File: src/rtl/cache_miss_controller.sv
// cache_miss_controller
//   Direct-mapped, write-through, no-write-allocate cache controller with one
//   word per line. It sequences CPU loads and stores against the tag, valid
//   and data arrays. It runs the refill and write-through transactions to main
//   memory over a req/ack handshake. It keeps saturating hit and miss counters.
//
// Ports
//   clk, reset              : system clock (rising edge), async active-low reset
//   cpu_req/we/addr/wdata   : CPU request, accepted when cpu_req && cpu_ready
//   cpu_ready               : high only while idle
//   cpu_valid/hit/rdata     : one-cycle completion pulse with hit flag and read data
//   mem_req/we/addr/wdata   : memory request, held until mem_ack
//   mem_ack/rdata           : one-cycle memory completion, read data in the same cycle
//   hit_count/miss_count    : 16-bit saturating performance counters
module cache_miss_controller #(
  parameter int ADDR_WIDTH  = 16,
  parameter int DATA_WIDTH  = 32,
  parameter int INDEX_WIDTH = 4
) (
  input  logic                  clk,
  input  logic                  reset,
  input  logic                  cpu_req,
  input  logic                  cpu_we,
  input  logic [ADDR_WIDTH-1:0] cpu_addr,
  input  logic [DATA_WIDTH-1:0] cpu_wdata,
  output logic                  cpu_ready,
  output logic                  cpu_valid,
  output logic                  cpu_hit,
  output logic [DATA_WIDTH-1:0] cpu_rdata,
  output logic                  mem_req,
  output logic                  mem_we,
  output logic [ADDR_WIDTH-1:0] mem_addr,
  output logic [DATA_WIDTH-1:0] mem_wdata,
  input  logic                  mem_ack,
  input  logic [DATA_WIDTH-1:0] mem_rdata,
  output logic [15:0]           hit_count,
  output logic [15:0]           miss_count
);

  localparam int LINES = 2**INDEX_WIDTH;
  localparam int TAG_W = ADDR_WIDTH - INDEX_WIDTH;

  typedef enum logic [2:0] {
    IDLE, LOOKUP, REFILL, WRITE_MEM, RESPOND
  } state_t;

  state_t                  r_state;
  logic                    r_we;
  logic [ADDR_WIDTH-1:0]   r_addr;
  logic [DATA_WIDTH-1:0]   r_wdata;
  logic [LINES-1:0]        r_valid;
  logic [TAG_W-1:0]        r_tag  [LINES];
  logic [DATA_WIDTH-1:0]   r_data [LINES];

  logic                    r_ready;
  logic                    r_cpu_valid;
  logic                    r_cpu_hit;
  logic [DATA_WIDTH-1:0]   r_cpu_rdata;
  logic                    r_mem_req;
  logic                    r_mem_we;
  logic [ADDR_WIDTH-1:0]   r_mem_addr;
  logic [DATA_WIDTH-1:0]   r_mem_wdata;
  logic [15:0]             r_hit_cnt;
  logic [15:0]             r_miss_cnt;

  logic [INDEX_WIDTH-1:0]  w_idx;
  logic [TAG_W-1:0]        w_tag;
  logic                    w_hit;
  logic                    w_wr_hit;
  logic                    w_refill_done;
  logic                    w_arr_we;
  logic [DATA_WIDTH-1:0]   w_arr_wdata;

  // Lookups always use the latched request address.
  assign w_idx = r_addr[INDEX_WIDTH-1:0];
  assign w_tag = r_addr[ADDR_WIDTH-1:INDEX_WIDTH];
  assign w_hit = r_valid[w_idx] && (r_tag[w_idx] == w_tag);

  // The data array is written on a store hit (no allocate on a store miss)
  // and on a refill return. Only a refill rewrites the tag. During reset the
  // state is IDLE, so neither write strobe can fire.
  assign w_wr_hit      = (r_state == LOOKUP) && r_we && w_hit;
  assign w_refill_done = (r_state == REFILL) && mem_ack;
  assign w_arr_we      = w_wr_hit || w_refill_done;
  assign w_arr_wdata   = w_refill_done ? mem_rdata : r_wdata;

  // The tag and data arrays are not reset. The valid bits decide what counts.
  always_ff @(posedge clk) begin
    if (w_arr_we) begin
      r_data[w_idx] <= w_arr_wdata;
      if (w_refill_done) r_tag[w_idx] <= w_tag;
    end
  end

  always_ff @(posedge clk or negedge reset) begin
    if (!reset) begin
      r_state     <= IDLE;
      r_we        <= 1'b0;
      r_addr      <= '0;
      r_wdata     <= '0;
      r_valid     <= '0;
      r_ready     <= 1'b1;
      r_cpu_valid <= 1'b0;
      r_cpu_hit   <= 1'b0;
      r_cpu_rdata <= '0;
      r_mem_req   <= 1'b0;
      r_mem_we    <= 1'b0;
      r_mem_addr  <= '0;
      r_mem_wdata <= '0;
      r_hit_cnt   <= '0;
      r_miss_cnt  <= '0;
    end else begin
      case (r_state)
        IDLE: begin
          if (cpu_req) begin
            r_we    <= cpu_we;
            r_addr  <= cpu_addr;
            r_wdata <= cpu_wdata;
            r_ready <= 1'b0;
            r_state <= LOOKUP;
          end
        end

        LOOKUP: begin
          if (w_hit) begin
            r_cpu_hit <= 1'b1;
            if (r_hit_cnt != 16'hFFFF) r_hit_cnt <= r_hit_cnt + 16'd1;
          end else begin
            r_cpu_hit <= 1'b0;
            if (r_miss_cnt != 16'hFFFF) r_miss_cnt <= r_miss_cnt + 16'd1;
          end
          r_mem_addr <= r_addr;
          if (r_we) begin
            // Write-through: a store goes to memory on a hit and on a miss.
            r_mem_req   <= 1'b1;
            r_mem_we    <= 1'b1;
            r_mem_wdata <= r_wdata;
            r_state     <= WRITE_MEM;
          end else if (w_hit) begin
            r_cpu_rdata <= r_data[w_idx];
            r_cpu_valid <= 1'b1;
            r_state     <= RESPOND;
          end else begin
            r_mem_req <= 1'b1;
            r_mem_we  <= 1'b0;
            r_state   <= REFILL;
          end
        end

        REFILL: begin
          if (mem_ack) begin
            r_valid[w_idx] <= 1'b1;
            r_cpu_rdata    <= mem_rdata;
            r_cpu_hit      <= 1'b0;
            r_mem_req      <= 1'b0;
            r_cpu_valid    <= 1'b1;
            r_state        <= RESPOND;
          end
        end

        WRITE_MEM: begin
          if (mem_ack) begin
            r_mem_req   <= 1'b0;
            r_mem_we    <= 1'b0;
            r_cpu_valid <= 1'b1;
            r_state     <= RESPOND;
          end
        end

        RESPOND: begin
          r_cpu_valid <= 1'b0;
          r_ready     <= 1'b1;
          r_state     <= IDLE;
        end

        default: begin
          r_cpu_valid <= 1'b0;
          r_mem_req   <= 1'b0;
          r_mem_we    <= 1'b0;
          r_ready     <= 1'b1;
          r_state     <= IDLE;
        end
      endcase
    end
  end

  assign cpu_ready  = r_ready;
  assign cpu_valid  = r_cpu_valid;
  assign cpu_hit    = r_cpu_hit;
  assign cpu_rdata  = r_cpu_rdata;
  assign mem_req    = r_mem_req;
  assign mem_we     = r_mem_we;
  assign mem_addr   = r_mem_addr;
  assign mem_wdata  = r_mem_wdata;
  assign hit_count  = r_hit_cnt;
  assign miss_count = r_miss_cnt;

endmodule
File: config.mk
export PLATFORM = sky130hd
export DESIGN_NAME = cache_miss_controller
export DESIGN_NICKNAME = d
export VERILOG_FILES = /design/src/rtl/cache_miss_controller.sv
export SDC_FILE = /design/constraint.sdc
export NUM_CORES = 1
export LEC_CHECK = 0
export ABC_CLOCK_PERIOD_IN_PS = 10300
export BUFFER_PORTS_ARGS = -buffer_cell sky130_fd_sc_hd__buf_2
export CAP_MARGIN = 20
export CORE_AREA = 10 10 264 266
export CTS_BUF_LIST = sky130_fd_sc_hd__clkbuf_4
export DETAILED_ROUTE_END_ITERATION = 8
export DIE_AREA = 0 0 274 276
export GPL_ROUTABILITY_DRIVEN = 0
export HOLD_SLACK_MARGIN = 0.05
export MAX_ROUTING_LAYER = met4
export PLACE_DENSITY = 0.73
export SYNTH_ARGS = -nofsm -noshare
export SYNTH_HDL_FRONTEND = slang
export SYNTH_SLANG_ARGS = --single-unit
File: constraint.sdc
create_clock -name clk -period 10.3 [get_ports clk]
set_input_delay 3.09 -clock clk [delete_from_list [all_inputs] [get_ports clk]]
set_output_delay 3.09 -clock clk [all_outputs]
set_load 0.03 [all_outputs]
After elaboration in Yosys (flattened, before gate mapping)
Memories as Yosys holds them, arrays and structs flattened.
Index checks and enable logic that the tools add are counted.
- RAM bits: 704
- memories: 2
- input port bits: 85
- output and inout port bits: 117
- bits in registers: 185
- word-level logic and storage cells: 99
- memory list (memory ; depth ; bits a word ; rd ports ; clocked after Yosys merged registers in ; write ports ; RTL line ; source):
    r_data ; 16 ; 32 ; 1 ; 0 ; 1 ; 53 ; logic [DATA_WIDTH-1:0] r_data [LINES];
    r_tag ; 16 ; 12 ; 1 ; 0 ; 1 ; 52 ; logic [TAG_W-1:0] r_tag [LINES];
- muxes and demuxes: 34
- bitwise gates (word level): 6
- order comparisons: 2
- reduce and logical (&&, ||, !) cells: 24
- add/sub/neg operators: 2
- equality and inequality tests: 14
- operators by type and width (cell ; count):
    2-to-1 mux 32 bit ; 4
    one-hot mux 32 bit (2 select lines) ; 1
    adder 16 x 1 -> 16 bit, second input constant ; 2
    inequality test 16 bit, second input constant ; 2
    2-to-1 mux 1 bit ; 17
    OR 16 bit ; 1
    == test 12 bit ; 1
    2-to-1 mux 3 bit ; 4
    AND reduction 2 bit ; 6
    AND reduction 3 bit ; 4
    inequality test 2 bit, second input constant ; 5
    one-hot mux 1 bit (3 select lines) ; 3
    one-hot mux 3 bit (3 select lines) ; 1
    AND reduction 4 bit ; 2
    == test 3 x 2 -> 1 bit, second input constant ; 2
    OR reduction 3 bit ; 2
    logical AND 1 bit ; 5
    < comparator 4 x 5 -> 1 bit, second input constant ; 1
    inverter 1 bit ; 5
    binary-select mux 1 bit (select 4 bit) ; 1
    demux 1 bit (select 4 bit) ; 1
    greater-or-equal comparator 4 x 1 -> 1 bit, second input constant ; 1
    one-hot mux 1 bit (2 select lines) ; 2
    OR reduction 2 bit ; 2
    other kinds (7) ; 7

Logic depth before layout (Yosys ltp)
- word-level depth: 7
- depth in mapped cells: 13
- gate-level depth less buffers: 8

Least setup slack after synthesis
OpenSTA, ideal clock, no wires.
- kind: input to register
- from: input port mem_ack
- to: memory r_data[0][0] (enable)
- stages on the path: 4
- path slack: 2.807 ns
- buffers on the path: 0
- arrival: 6.992 ns
- cells stage by stage: inv_1 nor3_1 a21oi_2 nor4_1
- cells in the longest elaborated chain, start to end: 4
- RTL lines (element ; RTL line ; source):
    start: declaration ; 34 ; input logic mem_ack,
    logical AND 1 bit ; 83 ; assign w_refill_done = (r_state == REFILL) && mem_ack;
    logical OR 1 bit ; 84 ; assign w_arr_we = w_wr_hit || w_refill_done;
    2-to-1 mux 1 bit ; 89 ; if (w_arr_we) begin
    2-to-1 mux 1 bit (implied by the code) ; 90 ; r_data[w_idx] <= w_arr_wdata;
    end: declaration ; 53 ;
No other way between the ends.

Final worst setup path
- from: register r_addr[1]
- to: memory r_data[7][16] (enable)
- cells in the longest elaborated chain, start to end: 7
- elaborated cells on any way between the ends: 9
- RTL lines (element ; RTL line ; source):
    start: declaration ; 49 ; logic [ADDR_WIDTH-1:0] r_addr;
    start signal: assignment ; 117 ; r_addr <= cpu_addr;
    memory read (16 x 12 bit) / binary-select mux 1 bit (select 4 bit) (equally long branches) ; -- ;
    == test 12 bit / 2-to-1 mux 1 bit (equally long branches) ; 77 ; assign w_hit = r_valid[w_idx] && (r_tag[w_idx] == w_tag);
    logical AND 1 bit ; 77 ;
    logical AND 1 bit ; 82 ; assign w_wr_hit = (r_state == LOOKUP) && r_we && w_hit;
    logical OR 1 bit ; 84 ;
    2-to-1 mux 1 bit ; 89 ;
    2-to-1 mux 1 bit (implied by the code) ; 90 ;
Parallel ways exist; a longest one is shown, timed or not. The select of a mux whose other input is x is not followed.

==> run summary <==
core footprint = 64100 um2
clock root buffer master = clkbuf_4
main combinational cell family by area after synthesis = multiplexers
fin nets = 2254
# IOs = 202
M2 GR Usage = 0.333
crit path capture type = flip-flop
NetSw = 4.02 mW
clock network power share = 0.244
largest net degree at the start of global routing = 123
gr usage total = 0.221
combinational cell fraction of total power = 0.319
predominant post-synthesis flop cell = edfxtp_1
Clk Latency, worst-skew pair = 1.07 ns
Hold Path Class = flip-flop to flip-flop
CTS Buffer Depth = 3
Setup Fix Bufs, Post-CTS = 0
period utilization = 0.616
Max-cap violations = 0
leakage power = 14.7 nW
worst-margin pin slew = 1.09 ns
Routed WL = 80200 um
CTS tree = done
First DRT Iteration DRCs = 1812
register area share after synthesis = 0.733
met3 GRT Util = 0.0581
Placed Area = 37400 um2
die area = 75600 um2
DRC = 0
Final WS setup = 3.96 ns
via/cell ratio = 5.89
Synth warnings = 0
IR drop worst, VDD = 0.231 mV
setup repair after global routing missed its margin = no
WL/cell = 25.0 um
Pint = 7.90 mW
clk_skew = 0.0937 ns
Syn Area/Cell = 19.8 um2
Initial Util = 0.548
port bufs = 201
dpl ws = 3.88 ns
critical path peak fanout = 63
Cell Rows = 93
drt first pass iters = 7
Critical Path End = r_data[7][16]
Slew headroom = 0.270
Worst R2R Start = r_addr[1]
startpoint types = flip-flop
adder-cell share of the synthesized area = 0.000712
WS Path Type = flip-flop to flip-flop
fin crit period = 6.34 ns
TNS Setup = 0 ns
r2r worst-path depth = 10
number of setup violations in the final report = 0
synthesized net count = 1867
Async S/R FF share, synth = 0.208
Sink Count = 889
cell area after synthesis = 35200 um2
Arr. time, crit path = 7.01 ns
hpwl dp = 49500 um
Layout area overhead = 14.7%
antenna violations before repair = 1
post-synthesis mux area share = 0.194
die width = 274 um
Flop pwr share = 0.437
H-Tree Level Count = 4
vias in the first global route = 19800
Worst EP required = 10.97 ns
layout cells sized above 1 = 0.432
sw frac = 0.337
fill cell count = 4490
GRT busiest layer = met2
GR Layer Usage met1 = 0.294
first-pass GRT wire length = 123000 um
hold buffers post-CTS = 0
Die Ht = 276 um
ANT nets after route = 0
Setup crit start = r_addr[1]
Compound-Gate Fraction of Synth Area = 0.0110
outcome = finished, final reports clean
reg-to-reg slack, setup = 3.96 ns
worst r2r dst = r_data[7][16]
post-synthesis xor/xnor area fraction = 0.0105
via count = 18900
fin area = 40300 um2
fmax = 158 MHz
distinct cell type count after synthesis = 56
max-slew violation count = 0
total gr overflow = 0
CTS clock-pin slew for the worst setup and hold paths = 0.07 ns
cell count after synthesis = 1780
Pwr Density = 296 nW/um2
total clock buffers created by CTS = 214
Post-synth EDFFs = 704
Post-CTS Resized = 0
final hold vios = 0
#FFs+latches synth = 889
Synth Area in Simple Gates = 0.0379
## worst min-delay path by stage
stage / to / cells after the start / start
global route: r_valid[13] / 1 / r_valid[13]
global placement: r_valid[6] / 1 / r_valid[6]
finish: r_valid[14] / 1 / r_valid[14]
CTS: r_valid[14] / 1 / r_valid[14]
detailed placement: r_valid[5] / 1 / r_valid[5]
floorplan: r_valid[12] / 1 / r_valid[12]
## cell usage after synthesis, drive strengths merged, types with 6 or more instances
master	instances	share of area
edfxtp	704	0.60
mux4	202	0.13
dfrtp	184	0.13
mux2	166	0.053
nand2	135	0.014
buf	48	0.0077
clkbuf	43	0.0046
mux2i	39	0.011
nor3	37	0.0053
nor2	34	0.0036
xor2	32	0.0080
or2	20	0.0036
nand3	19	0.0027
inv	10	0.0011
nor4	10	0.0020
xnor2	10	0.0025
a21oi	9	0.0014
a22oi	9	0.0019
and3	7	0.0012
o21ai	7	0.0010
nand4	6	0.0012
## metal layers
| layer | up-vias | part of all wire |
|---|---|---|
| met5 | - | 0 |
| met1 | 9813 | 0.41 |
| met4 | 0 | 0.017 |
| li1 | 8079 | - |
| met2 | 922 | 0.49 |
| met3 | 124 | 0.086 |
## metrics by stage
stage               hold WS, ns  utilization  total power, mW  instances
finish                    0.467        0.629             11.9       3215
global route              0.488        0.629             12.5       3215
CTS                       0.469        0.629             12.0       3212
detailed placement        0.452        0.584             9.11       2804
global placement          0.448        0.581             8.98       2789
floorplan                 0.434            -             7.85       1780
## state kept, by name, indices dropped and copies added, names as in the netlist, 32 cells and up
register	count
cpu_rdata	32
mem_wdata	32
r_data	512
r_wdata	32
r_tag	192
## power groups by stage
stage                     Sequential, mW  Combinational (mW)  Clock [mW]
final                               5.21                3.80        2.90
after global placement              5.26                3.72           0
after global routing                5.27                4.06        3.20
after detailed placement            5.28                3.83           0
after floorplan                     5.42                2.43           0
after CTS                           5.21                3.84        2.98
## cell type report
class,instances,area [um2],area share
tap,855,1070,0.0265
timing repair buffer,262,1530,0.0379
clock inverter,93,509,0.0126
sequential,889,25800,0.639
antenna,1,2.50,0.0000621
multi-input combinational,790,9030,0.224
inverter,10,37.5,0.000931
clock buffer,315,2360,0.0586
## layout by cell type, fill, tap and decap left out, types with 5 or more instances in the layout
cell,n
edfxtp_1,704
clkbuf_4,315
mux4_2,202
buf_2,200
dfrtp_1,180
mux2_2,157
nand2_1,134
clkinv_1,65
buf_4,50
mux2i_1,39
nor2_1,33
xor2_1,32
nor3_1,23
or2_2,20
nand3_1,19
nor3_2,14
xnor2_1,10
buf_6,10
inv_1,9
a22oi_1,9
mux2_1,9
clkinv_2,9
inv_2,8
a21oi_1,8
o21ai_0,7
and3_1,7
nand2b_1,5
nor4_2,5
nor4_1,5
o22ai_1,5
nand4_1,5
## kinds of logic (layout without fill, tap and decap cells)
logic type / count (synthesis) / after routing
compound gates: 51 / 51
xor+xnor: 42 / 42
other cells: 0 / 1
mux: 407 / 407
buf+inv: 101 / 680
flops: 889 / 889
simple gates: 288 / 288
fa+ha+maj: 2 / 2
## critical path, cell delays in order, from the launching register on
cell	delay, ns
dfrtp_4	0.76
buf_4	0.83
mux4_2	0.42
mux2i_1	0.18
xnor2_1	0.11
a211o_1	0.31
a2111oi_0	0.58
and4_1	0.89
a21oi_2	0.46
nor3_2	0.85
buf_4	0.50
(Power assumes the default switching activity.)
